### config.mk
export PLATFORM = sky130hd
export DESIGN_NAME = pulse_transmitter_symbol_sequencer
export DESIGN_NICKNAME = d
export VERILOG_FILES = /design/src/rtl/pulse_transmitter_symbol_sequencer.sv
export SDC_FILE = /design/constraint.sdc
export NUM_CORES = 1
export LEC_CHECK = 0
export ABC_CLOCK_PERIOD_IN_PS = 7500
export BUFFER_PORTS_ARGS = -buffer_cell sky130_fd_sc_hd__clkbuf_2
export CAP_MARGIN = 10
export CELL_PAD_IN_SITES_DETAIL_PLACEMENT = 1
export CELL_PAD_IN_SITES_GLOBAL_PLACEMENT = 2
export CORE_MARGIN = 10
export CORE_UTILIZATION = 30
export CTS_CLUSTER_DIAMETER = 50
export DETAILED_ROUTE_END_ITERATION = 16
export PLACE_DENSITY = 0.7
export RECOVER_POWER = 100
export SYNTH_ARGS = -nofsm -noshare
export SYNTH_HDL_FRONTEND = slang
export SYNTH_SLANG_ARGS = --single-unit
### constraint.sdc
create_clock -name clk -period 7.5 [get_ports clk]
set_input_delay 1.5 -clock clk [delete_from_list [all_inputs] [get_ports clk]]
set_output_delay 1.5 -clock clk [all_outputs]
set_load 0.01 [all_outputs]
### src/rtl/pulse_transmitter_symbol_sequencer.sv
// pulse_transmitter_symbol_sequencer: replays a buffer of {level,duration} symbols through a countdown timer.
// Define PULSE_TRANSMITTER_SEQ_LOOP_EN to honour loop_count (extra passes); otherwise one pass per start.
module pulse_transmitter_symbol_sequencer #(
   parameter int DEPTH           = 8,
   parameter int PRESCALER_WIDTH = 16,
   parameter int TIMER_WIDTH     = 8
) (
   input  logic                               clk,
   input  logic                               sys_rst,
   input  logic                               wr_en,
   input  logic [$clog2(DEPTH)-1:0]           wr_addr,
   input  logic [TIMER_WIDTH:0]               wr_data,
   input  logic [$clog2(DEPTH)-1:0]           last_idx,
   input  logic [$clog2(PRESCALER_WIDTH)-1:0] prescaler,
   input  logic                               idle_level,
   input  logic [7:0]                         loop_count,
   input  logic                               start,
   input  logic                               stop,
   input  logic                               timer_pulse,
   output logic                               timer_en,
   output logic [$clog2(PRESCALER_WIDTH)-1:0] timer_prescaler,
   output logic [TIMER_WIDTH-1:0]             timer_duration,
   output logic                               pin_out,
   output logic                               busy,
   output logic                               done
);
   localparam int AW = $clog2(DEPTH);
   localparam int PW = $clog2(PRESCALER_WIDTH);
   localparam int TW = TIMER_WIDTH;

   typedef enum logic [1:0] {IDLE, LOAD, RUN} state_t;

   state_t          state_q, state_d;
   logic [AW-1:0]   idx_q, idx_d, last_q, last_d, nidx;
   logic [PW-1:0]   tpre_q, tpre_d;
   logic [TW-1:0]   tdur_q, tdur_d;
   logic            pin_q, pin_d, done_q, done_d, ld;
   logic [TW:0]     mem_q [DEPTH], mem_d [DEPTH];
`ifdef PULSE_TRANSMITTER_SEQ_LOOP_EN
   logic [7:0]      pass_q, pass_d;
`else
   logic            unused_loop;
   assign unused_loop = ^loop_count;
`endif

   always_comb begin
      state_d = state_q;
      idx_d   = idx_q;
      last_d  = last_q;
      tpre_d  = tpre_q;
      tdur_d  = tdur_q;
      pin_d   = pin_q;
      done_d  = 1'b0;
      nidx    = idx_q + 1'b1;
      ld      = 1'b0;
      mem_d   = mem_q;
`ifdef PULSE_TRANSMITTER_SEQ_LOOP_EN
      pass_d  = pass_q;
`endif
      if (wr_en && state_q == IDLE) mem_d[wr_addr] = wr_data;
      case (state_q)
         IDLE: begin
            pin_d = idle_level;
            if (start && !stop) begin
               nidx   = '0;
               ld     = 1'b1;
               last_d = last_idx;
               tpre_d = prescaler;
`ifdef PULSE_TRANSMITTER_SEQ_LOOP_EN
               pass_d = loop_count;
`endif
            end
         end
         LOAD: state_d = stop ? IDLE : RUN;
         default: begin
            if (stop) state_d = IDLE;
            else if (timer_pulse) begin
               if (idx_q != last_q) ld = 1'b1;
`ifdef PULSE_TRANSMITTER_SEQ_LOOP_EN
               else if (pass_q != 8'd0) begin
                  pass_d = pass_q - 8'd1;
                  nidx   = '0;
                  ld     = 1'b1;
               end
`endif
               else begin
                  state_d = IDLE;
                  done_d  = 1'b1;
               end
            end
         end
      endcase
      // Leaving a sequence (stop or completion) returns the pin to idle on the same edge
      if (state_d == IDLE && state_q != IDLE) pin_d = idle_level;
      if (ld) begin
         state_d = LOAD;
         idx_d   = nidx;
         pin_d   = mem_q[nidx][TW];
         tdur_d  = mem_q[nidx][TW-1:0];
      end
   end

   always_ff @(posedge clk or posedge sys_rst) begin
      if (sys_rst) begin
         state_q <= IDLE;
         idx_q   <= '0;
         last_q  <= '0;
         tpre_q  <= '0;
         tdur_q  <= '0;
         pin_q   <= 1'b0;
         done_q  <= 1'b0;
         mem_q   <= '{default: '0};
`ifdef PULSE_TRANSMITTER_SEQ_LOOP_EN
         pass_q  <= '0;
`endif
      end else begin
         state_q <= state_d;
         idx_q   <= idx_d;
         last_q  <= last_d;
         tpre_q  <= tpre_d;
         tdur_q  <= tdur_d;
         pin_q   <= pin_d;
         done_q  <= done_d;
         mem_q   <= mem_d;
`ifdef PULSE_TRANSMITTER_SEQ_LOOP_EN
         pass_q  <= pass_d;
`endif
      end
   end

   assign timer_en        = (state_q == RUN);
   assign busy            = (state_q != IDLE);
   assign timer_prescaler = tpre_q;
   assign timer_duration  = tdur_q;
   assign pin_out         = pin_q;
   assign done            = done_q;
endmodule
**After elaboration in Yosys (flattened, before gate mapping)**

Index checks and enable logic that the tools add are counted.

- Flip-flop bits (word level): 94
- Latch bits: 0
- Bits in writable memories: 0
- ROM bits: 0
- Input port bits: 34
- Output and inout bits: 16
- Word-level logic and storage cells: 61
- Memories: 0

- $add $sub $neg: 1
- Multipliers: 0
- Divide/modulo/power cells: 0
- $lt $le $gt $ge: 3
- Equality and inequality tests: 3
- Shifts and indexed selects: 0
- Mux-type cells: 26
- Bitwise logic cells: 2
- Reduce and logical (&&, ||, !) cells: 11

Operators by type and width:

| kind | count |
|---|---|
| $bwmux W72 | 1 |
| $bmux W9 S3 | 1 |
| $demux W9 S3 | 1 |
| $mux W9 | 3 |
| $mux W1 | 11 |
| $mux W2 | 5 |
| $ge A4 B4 Y1 const B | 2 |
| $not A3 Y4 | 2 |
| $mux W3 | 2 |
| $logic_and A1 B1 Y1 | 4 |
| $logic_not A2 Y1 | 2 |
| $lt A4 B1 Y1 const B | 1 |
| $pmux W2 S2 | 1 |
| $add A3 B1 Y3 const B | 1 |
| $ne A3 B3 Y1 | 1 |
| $reduce_bool A3 Y1 | 1 |
| $eq A2 B1 Y1 const B | 1 |
| $eq A2 B2 Y1 const B | 1 |
| $pmux W1 S2 | 1 |
| $reduce_and A2 Y1 | 1 |
| $reduce_bool A2 Y1 | 1 |
| $reduce_or A2 Y1 | 1 |
| $logic_not A1 Y1 | 1 |

**Depth between registers and ports, before layout**

Gate-level depths: netlist (run 1).

- Depth in word-level cells: 9
- Depth in mapped cells: 8

**Worst setup path before layout (run 1)**

Ideal clock, no wire load.

- Path type: input to register
- Start: in stop
- End: reg tdur_q[0] (netlist: timer_duration[0])
- Setup time: 0.133 ns
- Arrival: 2.876 ns
- Slack: 4.492 ns
- Stages on the path: 6
- Path buffers: 1
- Cells stage by stage: or4b_1 -> buf_2 -> and2_0 -> mux4_2 -> o22ai_1 -> o21ai_1

- Longest elaborated chain between the ends: 8
- Elaborated cells between the ends (all ways): 11

Ends and longest elaborated chain:

| item | line | source |
|---|---|---|
| start: declaration | 18 | `input logic stop,` |
| $logic_not A1 Y1 | 64 | `if (start && !stop) begin` |
| $logic_and A1 B1 Y1 | 64 |  |
| $mux W3 | 64 |  |
| $mux W3 | 61 | `case (state_q)` |
| $not A3 Y4 (implied by the code) | 99 | `tdur_d = mem_q[nidx][TW-1:0];` |
| $bmux W9 S3 | 99 |  |
| $mux W9 (implied by the code) (2 in a row) | 99 |  |
| end signal: assignment | 121 | `tdur_q <= tdur_d;` |
| end: declaration | 36 | `logic [TW-1:0] tdur_q, tdur_d;` |

Several ways; a longest one is shown, not always the timed one. The select of a mux whose other input is x is not followed.
A chain may end at the register's enable or synchronous reset.

**Worst setup path after layout (run 1)**

- Start: in stop
- End: reg pin_q (netlist: pin_out)

- Longest elaborated chain between the ends: 9
- Elaborated cells between the ends (all ways): 19

Ends and longest elaborated chain:

| item | line | source |
|---|---|---|
| $logic_not A1 Y1 | 64 |  |
| $logic_and A1 B1 Y1 | 64 |  |
| $mux W3 | 64 |  |
| $mux W3 | 61 |  |
| $not A3 Y4 (implied by the code) | 98 | `pin_d = mem_q[nidx][TW];` |
| $bmux W9 S3 | 98 |  |
| $mux W9 (2 in a row) | n/a |  |
| $mux W1 | 95 | `if (ld) begin` |
| end signal: assignment | 122 | `pin_q <= pin_d;` |
| end: declaration | 37 | `logic pin_q, pin_d, done_q, done_d, ld;` |

Several ways; a longest one is shown, not always the timed one. The select of a mux whose other input is x is not followed.

==> flow_results.xml, run 1 <==
<?xml version="1.0" encoding="UTF-8"?>
<metrics>
  <group name="outcome">
    <metric name="run_status" unit="">finished with violations</metric>
    <metric name="violations" unit="">capacitance limit, slew limit</metric>
  </group>
  <group name="yosys">
    <metric name="synth_cell_area" unit="sq mm">0.00427</metric>
    <metric name="syn-num-nets" unit="">374</metric>
    <metric name="synthTopCellsByArea" unit="">sky130_fd_sc_hd__dfrtp_1 55%, sky130_fd_sc_hd__mux2_2 23%, sky130_fd_sc_hd__nand2_1 3.3%, sky130_fd_sc_hd__o22ai_1 2.6%, sky130_fd_sc_hd__o21ai_0 1.6%</metric>
    <metric name="synth_edf_count" unit="">0</metric>
    <metric name="synth.ff_latch_count" unit="">94</metric>
    <metric name="ys_types" unit="">38</metric>
    <metric name="post_synth_most_frequent_cells" unit="">94 x sky130_fd_sc_hd__dfrtp_1, 87 x sky130_fd_sc_hd__mux2_2, 37 x sky130_fd_sc_hd__nand2_1</metric>
    <metric name="synth_largest_type_area_fraction" unit="%">55.1</metric>
    <metric name="avgSynthCellArea" unit="sq um">12.6</metric>
    <metric name="post-synth-top-count-cell" unit="">sky130_fd_sc_hd__dfrtp_1</metric>
    <metric name="dominantRegCellSynth" unit="">sky130_fd_sc_hd__dfrtp_1</metric>
    <metric name="syn-instance-count" unit="">339</metric>
    <metric name="synth_top_cell_by_area" unit="">sky130_fd_sc_hd__dfrtp_1</metric>
    <metric name="seq_area_frac_synth" unit="%">55.1</metric>
    <metric name="async_flop_share" unit="%">100</metric>
    <metric name="yosysWarningCount" unit="">0</metric>
  </group>
  <group name="worst_setup_path">
    <metric name="cp.required" unit="ns">7.73</metric>
    <metric name="critPathArrivalTime" unit="ns">3.89</metric>
    <metric name="critical-path-max-stage-delay" unit="ns">0.79</metric>
    <metric name="crit_family" unit="">simple AND/OR/NAND/NOR gates</metric>
    <metric name="timing.critical_path.to_type" unit="">register</metric>
    <metric name="timing.setup.critical_path_class" unit="">in2reg</metric>
    <metric name="critical_path_buf_inv_count" unit="">1</metric>
    <metric name="cp_cell_sequence" unit="">clkbuf_1, or4b_1, nand2_1, a31oi_1, a221oi_1, a211o_1</metric>
    <metric name="critPathSlowestCell" unit="">sky130_fd_sc_hd__or4b_1</metric>
    <metric name="path_max_fanout" unit="">25</metric>
    <metric name="critical_path_startpoint_category" unit="">primary input</metric>
  </group>
  <group name="cells_and_area">
    <metric name="final_nets" unit="">415</metric>
    <metric name="antenna_cells" unit="">0</metric>
    <metric name="multi_input_comb_area" unit="sq mm">0.00185</metric>
    <metric name="layout_cells_sized_above_1" unit="%">34.5</metric>
    <metric name="fill_cells" unit="">1523</metric>
    <metric name="area_growth_syn_to_layout" unit="%">15.9</metric>
    <metric name="sequential_cell_area_in_the_final_layout" unit="sq mm">0.00235</metric>
  </group>
  <group name="detailed_routing">
    <metric name="detail_route.iter0.violations" unit="">114</metric>
    <metric name="drc" unit="">0</metric>
    <metric name="vias_per_cell" unit="">5.12</metric>
    <metric name="antenna_left" unit="">0</metric>
    <metric name="dr.pass1.iters" unit="">4</metric>
    <metric name="route.vias.total" unit="">2893</metric>
    <metric name="wl_per_cell" unit="um">19.4</metric>
    <metric name="wl" unit="um">11000</metric>
  </group>
  <group name="clock_tree">
    <metric name="cts_made_buffers" unit="">9</metric>
    <metric name="cts.path.max_buffers" unit="">2</metric>
    <metric name="cts.repair.resized" unit="">0</metric>
    <metric name="cts_root_buffer" unit="">sky130_fd_sc_hd__clkbuf_16</metric>
    <metric name="cts_sink_count" unit="">94</metric>
    <metric name="clock_tree_from_tritoncts" unit="">built</metric>
    <metric name="cts_hold_buffers" unit="">0</metric>
    <metric name="cts_setup_buffers" unit="">0</metric>
    <metric name="cts_htree_levels" unit="">3</metric>
    <metric name="clk-insertion-delay-late" unit="ns">0.34</metric>
    <metric name="clkTransAtPathRegs" unit="ns">0.07</metric>
  </group>
  <group name="floorplanning">
    <metric name="die_x" unit="um">139</metric>
    <metric name="placement_rows" unit="">43</metric>
    <metric name="die_height" unit="um">139</metric>
    <metric name="io-pin-count" unit="">50</metric>
    <metric name="area_of_the_die" unit="sq mm">0.0194</metric>
    <metric name="placeableCoreArea" unit="sq mm">0.0139</metric>
    <metric name="start_util" unit="%">30.6</metric>
  </group>
  <group name="timing">
    <metric name="whs" unit="ns">0.477</metric>
    <metric name="finalCritPeriodShare" unit="%">48.8</metric>
    <metric name="report.final.setup_viol" unit="">0</metric>
    <metric name="clock_skew" unit="ns">0.00690</metric>
    <metric name="finalSetupTns" unit="ns">0</metric>
    <metric name="achievable-frequency" unit="GHz">0.273</metric>
    <metric name="final-hold-violation-count" unit="">0</metric>
    <metric name="final_worst_slack" unit="ns">3.84</metric>
    <metric name="actual_slew_at_the_worst_max_slew_pin" unit="ns">1.58</metric>
    <metric name="finalWorstPathRequiredPeriod" unit="ns">3.66</metric>
    <metric name="finalMaxSlewViolations" unit="">35</metric>
    <metric name="rsz0062_at_grt" unit="">false</metric>
    <metric name="worst_slew_margin_relative_to_its_limit" unit="%">-5.65</metric>
  </group>
  <group name="run">
    <metric name="cap_viol_max_count" unit="">1</metric>
  </group>
  <group name="place">
    <metric name="number_of_buffer_cells_added_on_primary_ports" unit="">41</metric>
    <metric name="pre_cts_worst_setup_slack" unit="ns">3.48</metric>
    <metric name="globalplace.congestion" unit="">0.725</metric>
    <metric name="hpwl" unit="um">7280</metric>
  </group>
  <group name="pwr">
    <metric name="power.density" unit="mW/mm^2">333</metric>
    <metric name="max-vdd-ir-drop" unit="mV">0.127</metric>
    <metric name="report.power.total" unit="mW">1.65</metric>
    <metric name="cellLeakagePower" unit="nW">2.12</metric>
  </group>
  <group name="global_routing">
    <metric name="grt_max_degree" unit="">62</metric>
    <metric name="grt_antenna_before_repair" unit="">0</metric>
    <metric name="grtUsageTotal" unit="%">11.4</metric>
    <metric name="grt_first_pass_wirelength" unit="um">17800</metric>
    <metric name="number_of_global_route_vias_before_repair" unit="">3210</metric>
    <metric name="overflow" unit="">0</metric>
  </group>
  <group name="hold_path">
    <metric name="min-delay-path-class" unit="">reg2reg</metric>
  </group>
</metrics>
-- layout make-up --
cell class              count  share of cell area [%]
clock inverters             3                   0.859
multi-input cells         227                    37.3
well taps                 180                    4.55
clock buffers              13                    5.26
flip-flops and latches     94                    47.5
repair buffers             46                    4.35
inverters                   2                   0.177
-- registers in the layout, summed over array words and instances, names as in the netlist --
| name | count |
|---|---|
| timer_duration | 8 |
| last_q | 3 |
| timer_prescaler | 4 |
| done | 1 |
| state_q | 2 |
| pin_out | 1 |
| mem_q | 72 |
| idx_q | 3 |
-- path summary, 6_finish.rpt --
kind,from,endpoint,slack [ns],cells after the start
worst max-delay path,stop,pin_out,3.84,6
worst min-delay path,timer_prescaler[1],timer_prescaler[1],0.48,2
worst max register to register,idx_q[0],timer_duration[5],4.44,5
worst min register to register,timer_prescaler[1],timer_prescaler[1],0.48,2
max in group asynchronous,sys_rst,mem_q[62],4.54,3
min in group asynchronous,sys_rst,timer_duration[5],1.51,2
-- layer usage --
metal  vias up  GRT usage, %  wire [um]
li1       1301             -          -
met1      1510          15.0       5200
met2        71          17.7       5040
met3        11          3.54        581
met4         0          3.40        159
met5         -             0          0
-- worst min-delay path: stages, from the launching register on --
cell                      delay [ns]
sky130_fd_sc_hd__dfrtp_1        0.34
sky130_fd_sc_hd__nand2_1        0.05
sky130_fd_sc_hd__nand2_1        0.05
-- power breakdown --
group	leakage, nW	switching, mW	internal, mW
Combinational	0.824	0.196	0.228
Clock	0.146	0.189	0.276
Sequential	1.15	0.0913	0.665
Total	2.12	0.476	1.17
-- cells by family (layout without fill, tap and decap cells) --
logic type                 after synthesis  in the layout  synth area share, %
xor gates and xnor gates                 5              5                 1.03
muxes                                   96             96                 25.9
DFF                                     94             94                 55.1
adders and majority gates                1              1                0.293
and+or+nand+nor                         74             74                 8.24
buffers and inverters                   18             64                 1.82
AOI/OAI and AO/OA                       51             51                 7.59
-- layout by cell type (no fill, tap or decap), drive strengths merged, types with 2 or more instances in the layout --
cell type and n:
clkinvlp 2, nand2 37, a31oi 2, mux2 87
o21ai 17, and3 3, mux2i 6, mux4 3
buf 4, o22ai 18, nand3 5, nor2 10
clkbuf 55, xnor2 4, nor4b 2, o311ai 3
nor2b 3, dfrtp 94, a21boi 3, nand2b 7
and2 5
-- stage by stage --
stage	utilization, %	area [sq um]	std cells
floorplan	-	4270	339
global placement	33.6	4680	549
detailed placement	33.6	4680	549
CTS	35.7	4980	565
global route	35.5	4950	565
finish	35.5	4950	565
Note: power is estimated with default switching activity, not from simulation.
==> run 2, diff against run 1 <==
--- a/config.mk
+++ b/config.mk
@@ -5,7 +5,7 @@
 export SDC_FILE = /design/constraint.sdc
 export NUM_CORES = 1
 export LEC_CHECK = 0
-export ABC_CLOCK_PERIOD_IN_PS = 7500
+export ABC_CLOCK_PERIOD_IN_PS = 3350
 export BUFFER_PORTS_ARGS = -buffer_cell sky130_fd_sc_hd__clkbuf_2
 export CAP_MARGIN = 10
 export CELL_PAD_IN_SITES_DETAIL_PLACEMENT = 1
@@ -14,7 +14,7 @@
 export CORE_UTILIZATION = 30
 export CTS_CLUSTER_DIAMETER = 50
 export DETAILED_ROUTE_END_ITERATION = 16
-export PLACE_DENSITY = 0.7
+export PLACE_DENSITY = 0.72
 export RECOVER_POWER = 100
 export SYNTH_ARGS = -nofsm -noshare
 export SYNTH_HDL_FRONTEND = slang
==> constraint.sdc (replaced) <==
create_clock -name clk -period 3.35 [get_ports clk]
set_input_delay 0.67 -clock clk [delete_from_list [all_inputs] [get_ports clk]]
set_output_delay 0.67 -clock clk [all_outputs]
set_load 0.01 [all_outputs]
==> run 2 against run 1 <==
Against the previous run:
- the run still ends with capacitance limit, slew limit left
- flip-flop and latch count unchanged
- sequential power increased by 120%
- clock power up 110%
- register-to-register slack worse by 3.6 ns
- cell area up 0.66%
- sequential share of layout area fell by 0.31 points
- hold slack better by 0.0094 ns
- combinational power grew 130%
- clock-buffer cell count shrank 1
- total power is 120% higher
- critical path type is now reg2reg
- largest cell class unchanged
==> flow_results.xml, run 2 (synthesized netlist as in run 1, its figures left out) <==
<?xml version="1.0" encoding="UTF-8"?>
<metrics>
  <group name="place">
    <metric name="hpwl" unit="um">7470</metric>
    <metric name="pre_cts_worst_setup_slack" unit="ns">0.660</metric>
    <metric name="placedInstanceArea" unit="sq mm">0.00473</metric>
    <metric name="number_of_buffer_cells_added_on_primary_ports" unit="">41</metric>
    <metric name="globalplace.congestion" unit="">0.731</metric>
    <metric name="dpl.cell_count" unit="">555</metric>
  </group>
  <group name="clock_tree">
    <metric name="clkTransAtPathRegs" unit="ns">0.07</metric>
    <metric name="cts_made_buffers" unit="">9</metric>
    <metric name="cts_htree_levels" unit="">3</metric>
    <metric name="cts.repair.resized" unit="">0</metric>
    <metric name="cts_hold_buffers" unit="">0</metric>
    <metric name="cts_sink_count" unit="">94</metric>
    <metric name="clock_tree_from_tritoncts" unit="">built</metric>
    <metric name="cts_setup_buffers" unit="">0</metric>
    <metric name="cts.path.max_buffers" unit="">2</metric>
    <metric name="clk-insertion-delay-late" unit="ns">0.34</metric>
    <metric name="cts_root_buffer" unit="">sky130_fd_sc_hd__clkbuf_16</metric>
  </group>
  <group name="floorplanning">
    <metric name="die_height" unit="um">139</metric>
    <metric name="io-pin-count" unit="">50</metric>
    <metric name="placement_rows" unit="">43</metric>
    <metric name="area_of_the_die" unit="sq mm">0.0194</metric>
    <metric name="die_x" unit="um">139</metric>
    <metric name="start_util" unit="%">30.6</metric>
    <metric name="placeableCoreArea" unit="sq mm">0.0139</metric>
  </group>
  <group name="worst_setup_path">
    <metric name="cp.required" unit="ns">3.63</metric>
    <metric name="timing.setup.critical_path_class" unit="">reg2reg</metric>
    <metric name="critical_path.reg2reg.endpoint" unit="">pin_out</metric>
    <metric name="timing.critical_path.to_type" unit="">register</metric>
    <metric name="critical_path_startpoint_category" unit="">register</metric>
    <metric name="reg2reg_setup_slack" unit="ns">0.81</metric>
    <metric name="path_max_fanout" unit="">12</metric>
    <metric name="worst_r2r_path_depth" unit="">6</metric>
    <metric name="critPathArrivalTime" unit="ns">2.82</metric>
    <metric name="critical_path.reg2reg.startpoint" unit="">state_q[1]</metric>
  </group>
  <group name="cells_and_area">
    <metric name="multi_input_comb_area" unit="sq mm">0.00184</metric>
    <metric name="final_design_instance_area_without_fill" unit="sq mm">0.00498</metric>
    <metric name="fill_cells" unit="">1529</metric>
    <metric name="finish.cell_count_without_fillers" unit="">572</metric>
    <metric name="sequential_cell_area_in_the_final_layout" unit="sq mm">0.00235</metric>
    <metric name="final_cell_mix" unit="">94 x sky130_fd_sc_hd__dfrtp_1, 87 x sky130_fd_sc_hd__mux2_2, 37 x sky130_fd_sc_hd__nand2_1, 24 x sky130_fd_sc_hd__clkbuf_2, 21 x sky130_fd_sc_hd__clkbuf_1</metric>
    <metric name="layout.cells.most_common" unit="">sky130_fd_sc_hd__dfrtp_1</metric>
    <metric name="registers.top_by_ff_count" unit="">mem_q</metric>
    <metric name="area_growth_syn_to_layout" unit="%">16.7</metric>
    <metric name="final_nets" unit="">421</metric>
    <metric name="finish.utilization" unit="%">35.8</metric>
    <metric name="largest_register_ff_count" unit="">72</metric>
    <metric name="layout_cells_sized_above_1" unit="%">35.5</metric>
  </group>
  <group name="global_routing">
    <metric name="met2_usage_grt" unit="%">17.7</metric>
    <metric name="grtUsageTotal" unit="%">11.3</metric>
    <metric name="overflow" unit="">0</metric>
    <metric name="globalRouteMet1Util" unit="%">14.5</metric>
    <metric name="grt_max_degree" unit="">51</metric>
    <metric name="grt_antenna_before_repair" unit="">0</metric>
    <metric name="grt_util_met3" unit="%">3.95</metric>
    <metric name="grt_busiest_layer" unit="">met2</metric>
    <metric name="grt_first_pass_wirelength" unit="um">17500</metric>
    <metric name="number_of_global_route_vias_before_repair" unit="">3193</metric>
  </group>
  <group name="timing">
    <metric name="achievable-frequency" unit="GHz">0.394</metric>
    <metric name="report.final.setup_viol" unit="">0</metric>
    <metric name="clock_skew" unit="ns">0.00719</metric>
    <metric name="final-hold-violation-count" unit="">0</metric>
    <metric name="finalWorstPathRequiredPeriod" unit="ns">2.54</metric>
    <metric name="rsz0062_at_grt" unit="">false</metric>
    <metric name="finalSetupTns" unit="ns">0</metric>
    <metric name="finalCritPeriodShare" unit="%">75.7</metric>
    <metric name="finalMaxSlewViolations" unit="">45</metric>
    <metric name="final_worst_slack" unit="ns">0.814</metric>
    <metric name="actual_slew_at_the_worst_max_slew_pin" unit="ns">2.12</metric>
    <metric name="worst_slew_margin_relative_to_its_limit" unit="%">-41.8</metric>
  </group>
  <group name="detailed_routing">
    <metric name="dr.pass1.iters" unit="">4</metric>
    <metric name="drc" unit="">0</metric>
    <metric name="wl" unit="um">10900</metric>
    <metric name="detail_route.iter0.violations" unit="">165</metric>
    <metric name="route.vias.total" unit="">2891</metric>
    <metric name="antenna_left" unit="">0</metric>
    <metric name="wl_per_cell" unit="um">19.0</metric>
    <metric name="vias_per_cell" unit="">5.05</metric>
  </group>
  <group name="pwr">
    <metric name="power.density" unit="mW/mm^2">731</metric>
    <metric name="max-vdd-ir-drop" unit="mV">0.291</metric>
    <metric name="cellLeakagePower" unit="nW">2.14</metric>
  </group>
  <group name="outcome">
    <metric name="run_status" unit="">finished with violations</metric>
    <metric name="violations" unit="">capacitance limit, slew limit</metric>
  </group>
  <group name="hold_path">
    <metric name="timing.hold.worst_endpoint" unit="">timer_prescaler[0]</metric>
    <metric name="timing.hold.worst_path_depth" unit="">2</metric>
    <metric name="min-delay-path-class" unit="">reg2reg</metric>
    <metric name="holdCritStartpoint" unit="">timer_prescaler[0]</metric>
  </group>
  <group name="run">
    <metric name="cap_viol_max_count" unit="">1</metric>
  </group>
</metrics>
==> run 2: changes by cell type in the layout (fill, tap and decap cells not counted) <==
| cell | previous run | this run |
|---|---|---|
| sky130_fd_sc_hd__nor4b_1 | 1 | 2 |
| sky130_fd_sc_hd__o21ai_1 | 0 | 1 |
| sky130_fd_sc_hd__bufinv_16 | 1 | 0 |
| sky130_fd_sc_hd__o21ai_0 | 17 | 16 |
| sky130_fd_sc_hd__clkinv_4 | 0 | 1 |
| sky130_fd_sc_hd__diode_2 | 0 | 1 |
| sky130_fd_sc_hd__clkbuf_1 | 22 | 21 |
| sky130_fd_sc_hd__nor4b_2 | 1 | 0 |
| sky130_fd_sc_hd__clkbuf_2 | 22 | 24 |
| sky130_fd_sc_hd__inv_6 | 0 | 1 |
| sky130_fd_sc_hd__buf_4 | 4 | 7 |
| sky130_fd_sc_hd__buf_12 | 0 | 1 |
==> run 2: critical path, cell delays in order (launching register included) <==
cell	delay (ns)
sky130_fd_sc_hd__dfrtp_1	0.44
sky130_fd_sc_hd__or4b_1	0.79
sky130_fd_sc_hd__nand2_1	0.32
sky130_fd_sc_hd__clkbuf_1	0.30
sky130_fd_sc_hd__a31oi_1	0.07
sky130_fd_sc_hd__a221oi_1	0.39
sky130_fd_sc_hd__a211o_1	0.16
==> run 2: worst max path at each step <==
| stage | depth (start not counted) | endpoint | start |
|---|---|---|---|
| detailed placement | 7 | pin_out | stop |
| CTS | 6 | pin_out | state_q[1] |
| floorplan | 1 | done | sys_rst |
| finish | 6 | pin_out | state_q[1] |
| global placement | 6 | timer_duration[4] | stop |
| global route | 6 | pin_out | state_q[1] |
==> run 2: metrics by stage <==
stage | hold slack [ns] | power, mW
finish | 0.487 | 3.64
global route | 0.508 | 3.89
CTS | 0.403 | 3.73
detailed placement | 0.477 | 2.73
global placement | 0.457 | 2.67
floorplan | 0.467 | 2.38
==> run 2: final cells by class <==
type,instances,area share (%)
Antenna cell,1,0.0502
Inverter,2,0.176
Tap cell,180,4.52
Clock buffer,12,5.15
Multi-Input combinational cell,227,36.9
Clock inverter,4,0.603
Timing Repair Buffer,52,5.37
Sequential cell,94,47.2
==> run 2: power breakdown <==
part	leakage (nW)	switching, mW	total (mW)	internal [mW]
combinational	0.855	0.462	0.985	0.523
clock	0.139	0.436	0.983	0.547
sequential	1.15	0.185	1.68	1.49
total	2.14	1.08	3.64	2.56
==> run 2: metal layers <==
metal | part of all wire (%) | routed length, um | vias up
met4 | 0.79 | 86 | 0
met3 | 4.5 | 489 | 7
li1 | - | - | 1322
met5 | 0 | 0 | -
met2 | 46 | 4970 | 47
met1 | 49 | 5310 | 1515
